<file path="src/rtl/muldiv_pkg.sv">
// Shared definitions for the iterative RV32M multiply/divide sequencer.
package muldiv_pkg;

    localparam logic [2:0] OP_MUL    = 3'b000;
    localparam logic [2:0] OP_MULH   = 3'b001;
    localparam logic [2:0] OP_MULHSU = 3'b010;
    localparam logic [2:0] OP_MULHU  = 3'b011;
    localparam logic [2:0] OP_DIV    = 3'b100;
    localparam logic [2:0] OP_DIVU   = 3'b101;
    localparam logic [2:0] OP_REM    = 3'b110;
    localparam logic [2:0] OP_REMU   = 3'b111;

    localparam int unsigned MD_ITERS = 32;

    typedef enum logic [2:0] {
        IDLE,
        PREP,
        CALC,
        FIXUP,
        DONE
    } md_state_e;

    // Two's-complement negate when neg is set; narrower values are zero-extended by the caller.
    function automatic logic [63:0] cond_neg(input logic [63:0] v, input logic neg);
        return neg ? (~v + 64'd1) : v;
    endfunction

endpackage

</file>
<file path="src/rtl/muldiv_seq.sv">
// RV32M multiply/divide sequencer: radix-2 shift-add multiply and restoring divide,
// 32 iterations, result returned over a valid/ready pair.
module muldiv_seq
    import muldiv_pkg::*;
#(
    parameter int unsigned XLEN = 32
) (
    input  logic            clk,
    input  logic            rst_n,
    input  logic            req_valid,
    output logic            req_ready,
    input  logic [2:0]      op,
    input  logic [XLEN-1:0] in1,
    input  logic [XLEN-1:0] in2,
    input  logic            flush,
    output logic            resp_valid,
    input  logic            resp_ready,
    output logic [XLEN-1:0] resp_result,
    output logic            busy
);

    md_state_e         state_q, state_d;
    logic [2:0]        op_q, op_d;
    logic [2*XLEN-1:0] acc_q, acc_d;
    logic [XLEN-1:0]   opb_q, opb_d;
    logic [4:0]        cnt_q, cnt_d;
    logic              neg_q, neg_d;
    logic [XLEN-1:0]   result_q, result_d;

    logic              is_div, a_signed, b_signed, sgn_a, sgn_b;
    logic [2*XLEN-1:0] neg_a, neg_b, prod_fix, quo_fix, rem_fix;
    logic [XLEN:0]     r33, addsub;
    logic              unused_bits;

    always_ff @(posedge clk) begin
        if (!rst_n) begin
            state_q  <= IDLE;
            op_q     <= '0;
            acc_q    <= '0;
            opb_q    <= '0;
            cnt_q    <= '0;
            neg_q    <= 1'b0;
            result_q <= '0;
        end else begin
            state_q  <= state_d;
            op_q     <= op_d;
            acc_q    <= acc_d;
            opb_q    <= opb_d;
            cnt_q    <= cnt_d;
            neg_q    <= neg_d;
            result_q <= result_d;
        end
    end

    always_comb begin
        state_d  = state_q;
        op_d     = op_q;
        acc_d    = acc_q;
        opb_d    = opb_q;
        cnt_d    = cnt_q;
        neg_d    = neg_q;
        result_d = result_q;

        is_div   = op_q[2];
        a_signed = (op_q == OP_MULH) || (op_q == OP_MULHSU) || (op_q == OP_DIV) || (op_q == OP_REM);
        b_signed = (op_q == OP_MULH) || (op_q == OP_DIV) || (op_q == OP_REM);
        sgn_a    = a_signed & acc_q[XLEN-1];
        sgn_b    = b_signed & opb_q[XLEN-1];
        neg_a    = cond_neg({{XLEN{1'b0}}, acc_q[XLEN-1:0]}, sgn_a);
        neg_b    = cond_neg({{XLEN{1'b0}}, opb_q}, sgn_b);

        // Multiply adds into the upper half; divide trial-subtracts from the shifted remainder.
        r33      = is_div ? acc_q[2*XLEN-1:XLEN-1] : {1'b0, acc_q[2*XLEN-1:XLEN]};
        addsub   = is_div ? (r33 - {1'b0, opb_q}) : (r33 + {1'b0, opb_q});

        prod_fix = cond_neg(acc_q, neg_q);
        quo_fix  = cond_neg({{XLEN{1'b0}}, acc_q[XLEN-1:0]}, neg_q);
        rem_fix  = cond_neg({{XLEN{1'b0}}, acc_q[2*XLEN-1:XLEN]}, neg_q);

        case (state_q)
            IDLE: begin
                if (req_valid && !flush) begin
                    op_d    = op;
                    acc_d   = {{XLEN{1'b0}}, in1};
                    opb_d   = in2;
                    state_d = PREP;
                end
            end
            PREP: begin
                cnt_d   = '0;
                acc_d   = {{XLEN{1'b0}}, neg_a[XLEN-1:0]};
                opb_d   = neg_b[XLEN-1:0];
                neg_d   = (op_q == OP_REM) ? sgn_a : (sgn_a ^ sgn_b);
                state_d = CALC;
                if (is_div && (opb_q == '0)) begin
                    result_d = ((op_q == OP_DIV) || (op_q == OP_DIVU)) ? '1 : acc_q[XLEN-1:0];
                    state_d  = DONE;
                end else if (((op_q == OP_DIV) || (op_q == OP_REM)) &&
                             (acc_q[XLEN-1:0] == {1'b1, {(XLEN-1){1'b0}}}) && (opb_q == '1)) begin
                    result_d = (op_q == OP_DIV) ? {1'b1, {(XLEN-1){1'b0}}} : '0;
                    state_d  = DONE;
                end
            end
            CALC: begin
                cnt_d = cnt_q + 5'd1;
                if (is_div) begin
                    acc_d = addsub[XLEN] ? {r33[XLEN-1:0], acc_q[XLEN-2:0], 1'b0}
                                         : {addsub[XLEN-1:0], acc_q[XLEN-2:0], 1'b1};
                end else begin
                    acc_d = acc_q[0] ? {addsub, acc_q[XLEN-1:1]}
                                     : {1'b0, acc_q[2*XLEN-1:XLEN], acc_q[XLEN-1:1]};
                end
                if (cnt_q == 5'(MD_ITERS - 1)) begin
                    state_d = FIXUP;
                end
            end
            FIXUP: begin
                case (op_q)
                    OP_MUL:                       result_d = prod_fix[XLEN-1:0];
                    OP_MULH, OP_MULHSU, OP_MULHU: result_d = prod_fix[2*XLEN-1:XLEN];
                    OP_DIV, OP_DIVU:              result_d = quo_fix[XLEN-1:0];
                    default:                      result_d = rem_fix[XLEN-1:0];
                endcase
                state_d = DONE;
            end
            DONE: begin
                if (resp_ready) begin
                    state_d = IDLE;
                end
            end
            default: state_d = IDLE;
        endcase

        if (flush) begin
            state_d = IDLE;
        end
    end

    assign unused_bits = ^{neg_a[2*XLEN-1:XLEN], neg_b[2*XLEN-1:XLEN],
                           quo_fix[2*XLEN-1:XLEN], rem_fix[2*XLEN-1:XLEN]};

    assign req_ready   = rst_n && (state_q == IDLE);
    assign busy        = (state_q != IDLE);
    assign resp_valid  = (state_q == DONE);
    assign resp_result = result_q;

endmodule

</file>
<file path="config.mk">
export PLATFORM = sky130hd
export DESIGN_NAME = muldiv_seq
export DESIGN_NICKNAME = d
export VERILOG_FILES = /design/src/rtl/muldiv_pkg.sv /design/src/rtl/muldiv_seq.sv
export SDC_FILE = /design/constraint.sdc
export NUM_CORES = 1
export LEC_CHECK = 0
export ABC_CLOCK_PERIOD_IN_PS = 5800
export BUFFER_PORTS_ARGS = -buffer_cell sky130_fd_sc_hd__buf_2
export CAP_MARGIN = 40
export CORE_MARGIN = 2
export CORE_UTILIZATION = 44
export CTS_BUF_LIST = sky130_fd_sc_hd__clkbuf_4 sky130_fd_sc_hd__clkbuf_8
export CTS_CLUSTER_SIZE = 8
export DETAILED_ROUTE_END_ITERATION = 16
export GPL_ROUTABILITY_DRIVEN = 0
export PLACE_DENSITY = 0.69
export SYNTH_ARGS = -nofsm -noshare
export SYNTH_HDL_FRONTEND = slang
export SYNTH_SLANG_ARGS = --single-unit
</file>
<file path="constraint.sdc">
create_clock -name clk -period 5.8 [get_ports clk]
set_clock_uncertainty 0.1 [all_clocks]
set_input_delay 0.87 -clock clk [delete_from_list [all_inputs] [get_ports clk]]
set_output_delay 0.87 -clock clk [all_outputs]
set_load 0.01 [all_outputs]
</file>
# Yosys cells after proc, flatten, opt, wreduce, memory -nomap -nowiden

Index checks and enable logic that the tools add are counted.

Add/sub/neg operators: 7
Equal/unequal tests: 19
Multiplexer cells: 28
Bitwise gates (word level): 8
Reduce and logical (&&, ||, !) cells: 30

Operators with widths:

| kind                    | count |
|---|---|
| $mux W64                | 5 |
| $mux W32                | 9 |
| $pmux W64 S3            | 1 |
| $pmux W32 S2            | 2 |
| $add A32 B1 Y32 const B | 3 |
| $not A32 Y32            | 3 |
| $pmux W32 S3            | 1 |
| $mux W33                | 2 |
| $add A64 B1 Y64 const B | 1 |
| $eq A32 B32 Y1 const B  | 2 |
| $not A64 Y64            | 1 |
| $add A33 B32 Y33        | 1 |
| $sub A33 B32 Y33        | 1 |
| $logic_not A32 Y1       | 1 |
| $mux W3                 | 5 |
| $pmux W3 S5             | 1 |
| $eq A3 B2 Y1 const B    | 4 |
| $eq A3 B3 Y1 const B    | 4 |
| $pmux W5 S2             | 1 |
| $reduce_and A3 Y1       | 3 |
| $ne A2 B2 Y1 const B    | 4 |
| $logic_or A1 B1 Y1      | 7 |
| $eq A3 B1 Y1 const B    | 2 |
| $logic_not A3 Y1        | 2 |
| 15 further kinds        | 26 |

Bits in registers: 140
Input bits: 72
Output and inout port bits: 35

# Logic depth before layout (Yosys ltp)

Gate-level depths: netlist of the first run.

Depth in word-level cells: 7
Depth in mapped cells: 22
Mapped depth without buffers: 19

# Worst setup path before layout of the first run

Ideal clock, no wire load.

Path kind: reg2reg
Start point: register opb_q[5]
End point: register acc_q[58]
Setup time: 0.130 ns
Data arrival time: 4.934 ns
Data required time: 5.570 ns
Slack: 0.636 ns
Cell stages (with the launch flop): 23
Buffers on the path: 4
Clock period less this slack: 5.164 ns
Cells stage by stage: dfxtp_1 -> clkbuf_1 -> nor4_1 -> and4_1 -> clkbuf_1 -> nand4_1 -> nor3_1 -> nand3_1 -> nor4_1 -> nor2_1 -> xnor2_1 -> ha_1 -> and2_1 -> clkbuf_1 -> nand3_1 -> nand2b_1 -> o311ai_0 -> a31oi_1 -> xnor2_1 -> buf_2 -> mux2_2 -> a32oi_1 -> o31ai_1

Word-level cells in the longest chain between the ends: 5
Elaborated cells on any way between the ends: 7
Those cells by class: add/sub: 2; mux: 5

Ends and longest elaborated chain:

| what                                                 | RTL line                             | source |
|---|---|---|
| start, declared                                      | muldiv_seq.sv:25                     | `logic [XLEN-1:0] opb_q, opb_d;` |
| start signal, assigned                               | muldiv_seq.sv:48                     | `opb_q <= opb_d;` |
| $add A33 B32 Y33 or $sub A33 B32 Y33 (tied branches) | muldiv_seq.sv:74                     | `addsub = is_div ? (r33 - {1'b0, opb_q}) : (r33 + {1'b0, opb_q});` |
| $mux W33 (*)                                         | muldiv_seq.sv:74                     |  |
| $mux W64 (on tied branches)                          | muldiv_seq.sv:110, muldiv_seq.sv:107 |  |
| $mux W64 (*)                                         | muldiv_seq.sv:106                    | `if (is_div) begin` |
| $pmux W64 S3 (*)                                     | muldiv_seq.sv:80                     | `case (state_q)` |
| end signal, assigned                                 | muldiv_seq.sv:39                     | `acc_q <= '0;` |
| end signal, assigned                                 | muldiv_seq.sv:47                     | `acc_q <= acc_d;` |
| end, declared                                        | muldiv_seq.sv:24                     | `logic [2*XLEN-1:0] acc_q, acc_d;` |

Mark *: on every way between the ends. The rest lies on a longest branch, timed or not.
A chain may end at the register's enable or synchronous reset.

# Worst setup path after layout of the first run

Start point: register opb_q[0]
End point: register acc_q[54]

Same word-level chain as after synthesis.

==> results of run 1 <==
-- repair_timing --
item / 4_1_cts / 5_1_grt
setup buffers: 0 / 5
setup endpoints to repair: 0 / 29
resized for setup: 0 / 2
-- power groups by stage --
stage	registers (mW)	clock network (mW)	logic, mW
final	1.08	0.906	1.12
after global routing	1.09	0.942	1.22
after CTS	1.07	0.904	1.09
after detailed placement	1.10	0	1.09
after global placement	1.10	0	1.06
after floorplan	1.03	0	0.859
-- state kept, by name (all words and copies together) (netlist names) --
signal / flops
acc_q: 64
cnt_q: 5
opb_q: 32
resp_result: 32
neg_q: 1
op_q: 3
state_q: 3
-- cell usage in the layout (no fill, tap or decap), drive strengths merged, types with 20 or more instances in the layout --
master / count
o21ai: 237
nand2: 202
nor2: 169
a21oi: 166
buf: 144
dfxtp: 140
nor3: 74
xnor2: 66
mux2i: 59
and2: 51
nand3: 40
ha: 38
inv: 38
a31oi: 35
mux2: 34
or3: 31
xor2: 29
nor2b: 26
nand4: 24
or4: 22
o31ai: 21
a21boi: 20
o22ai: 20
a221oi: 20
nor4: 20
-- final timing paths --
path / start / end / slack, ns / cells past startpoint
max: opb_q[0] / acc_q[54] / 0.55 / 20
min: resp_result[17] / resp_result[17] / 0.38 / 2
max reg2reg: opb_q[0] / acc_q[54] / 0.55 / 20
min reg2reg: resp_result[17] / resp_result[17] / 0.38 / 2
-- metal layers --
layer | GRT usage, % | up-vias | wire length [um]
li1 | - | 7203 | -
met1 | 37.92 | 7197 | 20110
met5 | 0 | - | 11
met3 | 5.014 | 138 | 4654
met4 | 13.59 | 2 | 2140
met2 | 44.41 | 913 | 21720
-- cell type report --
cell class                 count  share of cell area, %
inverter                      37                 0.9344
multi-input combinational   1628                  68.20
clock inverter                13                  1.136
timing repair buffer         144                  5.775
clock buffer                  19                  1.675
tap                          402                  3.384
sequential                   140                  18.89
-- worst max-delay path, delay by kind of cell, from the launching register on --
family / cells / cell delay, ns
xor gates and xnor gates: 2 / 0.31
and+or+nand+nor: 8 / 2.09
muxes: 1 / 0.35
DFF: 1 / 0.38
adders and majority gates: 2 / 0.63
AOI/OAI and AO/OA: 4 / 0.76
buffers and inverters: 3 / 0.49
-- kinds of logic (layout without fill, tap and decap cells) --
group	count (synthesis)	in the layout	synth area share [%]
AO/OA/AOI/OAI	680	680	30.24
buffers and inverters	249	213	7.053
multiplexers	93	93	7.044
XOR/XNOR	95	95	6.133
adder cells (fa/ha/maj)	39	39	3.571
AND/OR/NAND/NOR	721	721	25.76
flip-flops	140	140	20.20
==> out/results.ini, run 1 <==
[power]
sequentialPowerShare_pct = 34.7
power_density_nw_per_um2 = 209.0
ir_drop_uv = 143.7
power_leakage_nw = 5.662
power.total_mw = 3.106
switching_share_pct = 40.52
switching_power_mw = 1.259
clkPwrFrac_pct = 29.2
power_frac_comb_pct = 36.1
p_int_mw = 1.847

[timing]
fmax_ghz = 0.1906
maxSlewViolCount = 0
tightest_slew_ns = 0.8376
hold_viol = 0
finalSetupTns_ns = 0
hold_slack_ns = 0.3807
rsz0062_at_grt = no
setup_viol = 0
min_period_over_period_pct = 90.48
fin_crit_ns = 5.248
slew_headroom_pct = 43.57
worst_slack_ns = 0.5521

[final_layout]
diodes = 0
multi_input_area_um2 = 10140
layout.nets = 2079
fin_cells = 2383
layout-drive-gt1-share_pct = 12.62
fillCellCount = 3178
fin_area_um2 = 14860
post-route-util_pct = 47.47
area_delta_synth_final_pct = 7.134
ff_latch_area_um2 = 2808

[global_routing]
grtUsageTotal_pct = 28.41
grt_pass1_wl_um = 75900
grt_pass1_vias = 13840
globalRoute.totalOverflow = 0
grt_max_degree = 84
antenna_found_initial = 1

[detailed_routing]
first_pass_iters = 8
drtAntennaViolNets = 0
first_iter_violations = 1524
via_per_inst = 6.485
routed-via-count = 15450
wl_per_cell_um = 20.41
drc = 0
routed_wl_um = 48630

[critical_path]
end_kind = register
cpPeakStageDelay_ns = 0.51
cp_cell_sequence = inv_1 > ha_1 > nor3b_1 > and4_1 > nand2_1 > or3_1 > nor4_1 > nor2_1 > xnor2_1 > ha_1 > and3_1 > nand2_1 > o311ai_0 > a31oi_2 > buf_4 > xnor2_4 > buf_4 > mux2_2 > a32oi_1 > o31ai_1
required_ns = 6.08
worst-path-max-fanout = 13
slowest_stage = or3_1
startpoint_type = register
worstPathArrival_ns = 5.53
crit_type = reg -> reg

[clock_network]
cts_tree = built
clockBufferDepth = 2
clkTransAtPathRegs_ns = 0.10
hold_buffers = 0
clock_latency_ns = 0.50
h-tree-depth = 4
numClockSinks = 140
root_buffer = clkbuf_8
cts_made_buffers = 17

[floorplan]
fp.dieH_um = 181.6
start_util_pct = 44.31
die_w_um = 181.6
ioPinCount = 107
die_area_um2 = 32970
core_region_area_um2 = 31310
row_count = 65

[placed_design]
dp_cells = 2346
placed_area_um2 = 14380
port_buffers = 106
post-dp-hpwl_um = 34750
pre_cts_ws_ns = 0.1935

[yosys]
avgSynthCellArea_um2 = 6.878
netlist_area_um2 = 13870
ys_seq_area_share_pct = 20.20
synth_top_flop_cell = dfxtp_1
synth_top_cell_by_area = dfxtp_1
synthDominantCellAreaShare_pct = 20.20
synth_commonest_cells = 235 x o21ai_0, 201 x nand2_1, 169 x nor2_1, 167 x clkbuf_1, 165 x a21oi_1
synth_most_common_cell = o21ai_0
netlist_instances = 2017
ys_warn_count = 0
ys_types = 89
synth-edff-count = 0
synth_area_leaders = dfxtp_1 20%, o21ai_0 8.5%, a21oi_1 6.0%
yosys_register_bits = 140
syn-num-nets = 2128
async_reset_ff_share_pct = 0

[job]
max_cap_viol_count = 0

[worst_hold_path]
hp-class = reg -> reg

[status]
status = complete, no violations

(Power assumes the default switching activity.)
==> inputs of run 2 (changes only) <==
--- a/config.mk
+++ b/config.mk
@@ -9,12 +9,12 @@
 export BUFFER_PORTS_ARGS = -buffer_cell sky130_fd_sc_hd__buf_2
 export CAP_MARGIN = 40
 export CORE_MARGIN = 2
-export CORE_UTILIZATION = 44
+export CORE_UTILIZATION = 34
 export CTS_BUF_LIST = sky130_fd_sc_hd__clkbuf_4 sky130_fd_sc_hd__clkbuf_8
 export CTS_CLUSTER_SIZE = 8
 export DETAILED_ROUTE_END_ITERATION = 16
 export GPL_ROUTABILITY_DRIVEN = 0
-export PLACE_DENSITY = 0.69
+export PLACE_DENSITY = 0.58
 export SYNTH_ARGS = -nofsm -noshare
 export SYNTH_HDL_FRONTEND = slang
 export SYNTH_SLANG_ARGS = --single-unit
==> run 2 against run 1 <==
Against the previous run:
- first-iteration DRC count is 23% higher
- critical endpoint is now acc_q[45]
- core utilization is 11 points lower
- die area is 29% higher
- power is 2.4% lower
- non-clock buffer count is 1 lower
- combinational power hardly changed
- flip-flop and latch count stayed put
- clock power is 9.3% lower
- critical path type unchanged
- sequential share of layout area is 0.11 points lower
- global-route usage is 4.6 points lower
==> out/results.ini, run 2 (synthesized netlist as in run 1, its figures left out) <==
[detailed_routing]
first_iter_violations = 1878  ; +23%
drtAntennaViolNets = 0  ; unchanged
first_pass_iters = 5  ; -3
drc = 0  ; unchanged
routed_wl_um = 51570  ; +6.0%
via_per_inst = 6.107  ; -5.8%
routed-via-count = 15350  ; -0.69%
wl_per_cell_um = 20.52  ; +0.54%

[critical_path]
worst-path-max-fanout = 18  ; +5
crit_type = reg -> reg
end_kind = register
reg2reg_slack_ns = 0.34  ; -0.21 ns
worstPathArrival_ns = 5.77  ; +0.24 ns
required_ns = 6.11  ; +0.03 ns
critPathTopFamily = simple AND/OR/NAND/NOR gates
crit_path_start = opb_q[0]
cp_cell_sequence = inv_1 > ha_1 > nor3b_1 > and4_1 > nand2_1 > or3_1 > nor4b_1 > nor2_1 > xnor2_1 > ha_1 > a21o_1 > a21oi_1 > o311ai_0 > a31oi_1 > xnor2_2 > buf_4 > mux2i_1 > a21oi_1 > a22o_1
crit_cells = 19  ; -5.0%
crit_end = acc_q[45]
worst-path-buf-inv = 2  ; -1
cpPeakStageDelay_ns = 0.57  ; +0.06 ns
rr_endpoint = acc_q[45]
r2r.worst_path.cells = 19  ; -5.0%
startpoint_type = register
slowest_stage = nor4b_1
r2r-start = opb_q[0]

[floorplan]
row_count = 74  ; +14%
ioPinCount = 107  ; unchanged
die_w_um = 206  ; +13%
die_area_um2 = 42440  ; +29%
fp.dieH_um = 206  ; +13%
start_util_pct = 34.21  ; -10 points
core_region_area_um2 = 40550  ; +30%

[global_routing]
grt_max_degree = 74  ; -12%
globalRoute.totalOverflow = 0  ; unchanged
antenna_found_initial = 1  ; unchanged
grtUsageTotal_pct = 23.80  ; -4.6 points
grt_pass1_vias = 13970  ; +0.95%
grt_pass1_wl_um = 80030  ; +5.4%

[timing]
tightest_slew_ns = 0.8582  ; +0.02065 ns
min_period_over_period_pct = 94.11  ; +3.6 points
slew_headroom_pct = 42.78  ; -0.79 points
hold_slack_ns = 0.3727  ; -0.007990 ns
setup_viol = 0  ; unchanged
rsz0062_at_grt = no
finalSetupTns_ns = 0  ; unchanged
maxSlewViolCount = 0  ; unchanged
fmax_ghz = 0.1832  ; -3.9%
hold_viol = 0  ; unchanged
fin_crit_ns = 5.458  ; +0.2103 ns

[clock_network]
hold_buffers = 0  ; unchanged
cts_tree = built
numClockSinks = 140  ; unchanged
clock_latency_ns = 0.52  ; +0.02 ns
cts_made_buffers = 17  ; unchanged
clkTransAtPathRegs_ns = 0.09  ; about the same
clockBufferDepth = 2  ; unchanged
root_buffer = clkbuf_8
h-tree-depth = 4  ; unchanged

[final_layout]
multi_input_area_um2 = 10130  ; about the same
mostFrequentLayoutCells = 235 x o21ai_0, 201 x nand2_1, 167 x nor2_1, 165 x a21oi_1, 138 x dfxtp_1
area_delta_synth_final_pct = 7.765
layout.nets = 2078  ; -0.048%
fillCellCount = 4375  ; +38%
largest-register = acc_q
ff_latch_area_um2 = 2808  ; unchanged
final_common_cell = o21ai_0
largest_reg_flops = 64  ; unchanged
layout-drive-gt1-share_pct = 12.63  ; about the same

[placed_design]
post-dp-hpwl_um = 37230  ; +7.1%
port_buffers = 106  ; unchanged

[job]
max_cap_viol_count = 0  ; unchanged

[power]
power_leakage_nw = 5.616  ; -0.81%
power_density_nw_per_um2 = 202.7  ; -3.0%
ir_drop_uv = 127.4  ; -11%

[status]
status = complete, no violations

[worst_hold_path]
hp-class = reg -> reg

[run 2: report_power, final]
| part | switching [mW] | leakage (nW) | internal [mW] |
|---|---|---|---|
| logic | 0.712 | 4.31 | 0.418 |
| clock network | 0.468 | 0.166 | 0.354 |
| registers | 0.0861 | 1.14 | 0.993 |
[run 2: worst reg2reg max path, delay by kind of cell (launching register included)]
| family | cells | cell delay (ns) |
|---|---|---|
| AO/OA/AOI/OAI | 6 | 1.15 |
| AND/OR/NAND/NOR | 6 | 1.91 |
| buffers and inverters | 2 | 0.45 |
| multiplexers | 1 | 0.23 |
| adder cells (fa/ha/maj) | 2 | 0.56 |
| XOR/XNOR | 2 | 0.56 |
| flip-flops | 1 | 0.38 |
[run 2: layout make-up]
cell class	count	share of cell area [%]
antenna	1	0.01674
clock buffer	19	1.707
clock inverter	13	0.7867
inverter	37	0.9289
multi-input combinational	1628	67.77
sequential	140	18.78
tap	532	4.452
timing repair buffer	143	5.557
[run 2: per-stage QoR]
stage          area [um2]  cells  util (%)  setup slack (ns)  power, mW
2_1_floorplan       13870   2017         -            0.6358      1.892
3_3_place_gp        14510   2475     35.77            0.5592      2.182
3_5_place_dp        14520   2476     35.80            0.3900      2.198
4_1_cts             14890   2508     36.72            0.3474      3.010
5_1_grt             14950   2512     36.86          0.006844      3.188
6_report            14950   2513     36.87            0.3418      3.031
[run 2: per-layer routing]
layer  vias to the layer above  global-route usage, %  part of all wire [%]
li1                       7227                      -                     -
met1                      7283                  32.46                    44
met2                       723                  37.16                    45
met3                       114                  4.273                   8.0
met4                         0                  9.056                   3.3
met5                         -                      0                     0
[run 2: what timing repair did]
action,in CTS,in global routing
gates resized for setup,0,2
endpoints found under the setup margin,0,16
buffers inserted,0,4
[run 2: worst min-delay path by stage]
stage | slack [ns] | startpoint | to | cells past startpoint
floorplan | 0.37 | state_q[2] | state_q[0] | 1
global placement | 0.36 | resp_result[0] | resp_result[0] | 2
detailed placement | 0.36 | resp_result[17] | resp_result[17] | 2
CTS | 0.38 | resp_result[0] | resp_result[0] | 2
global route | 0.39 | resp_result[17] | resp_result[17] | 2
finish | 0.37 | resp_result[17] | resp_result[17] | 2
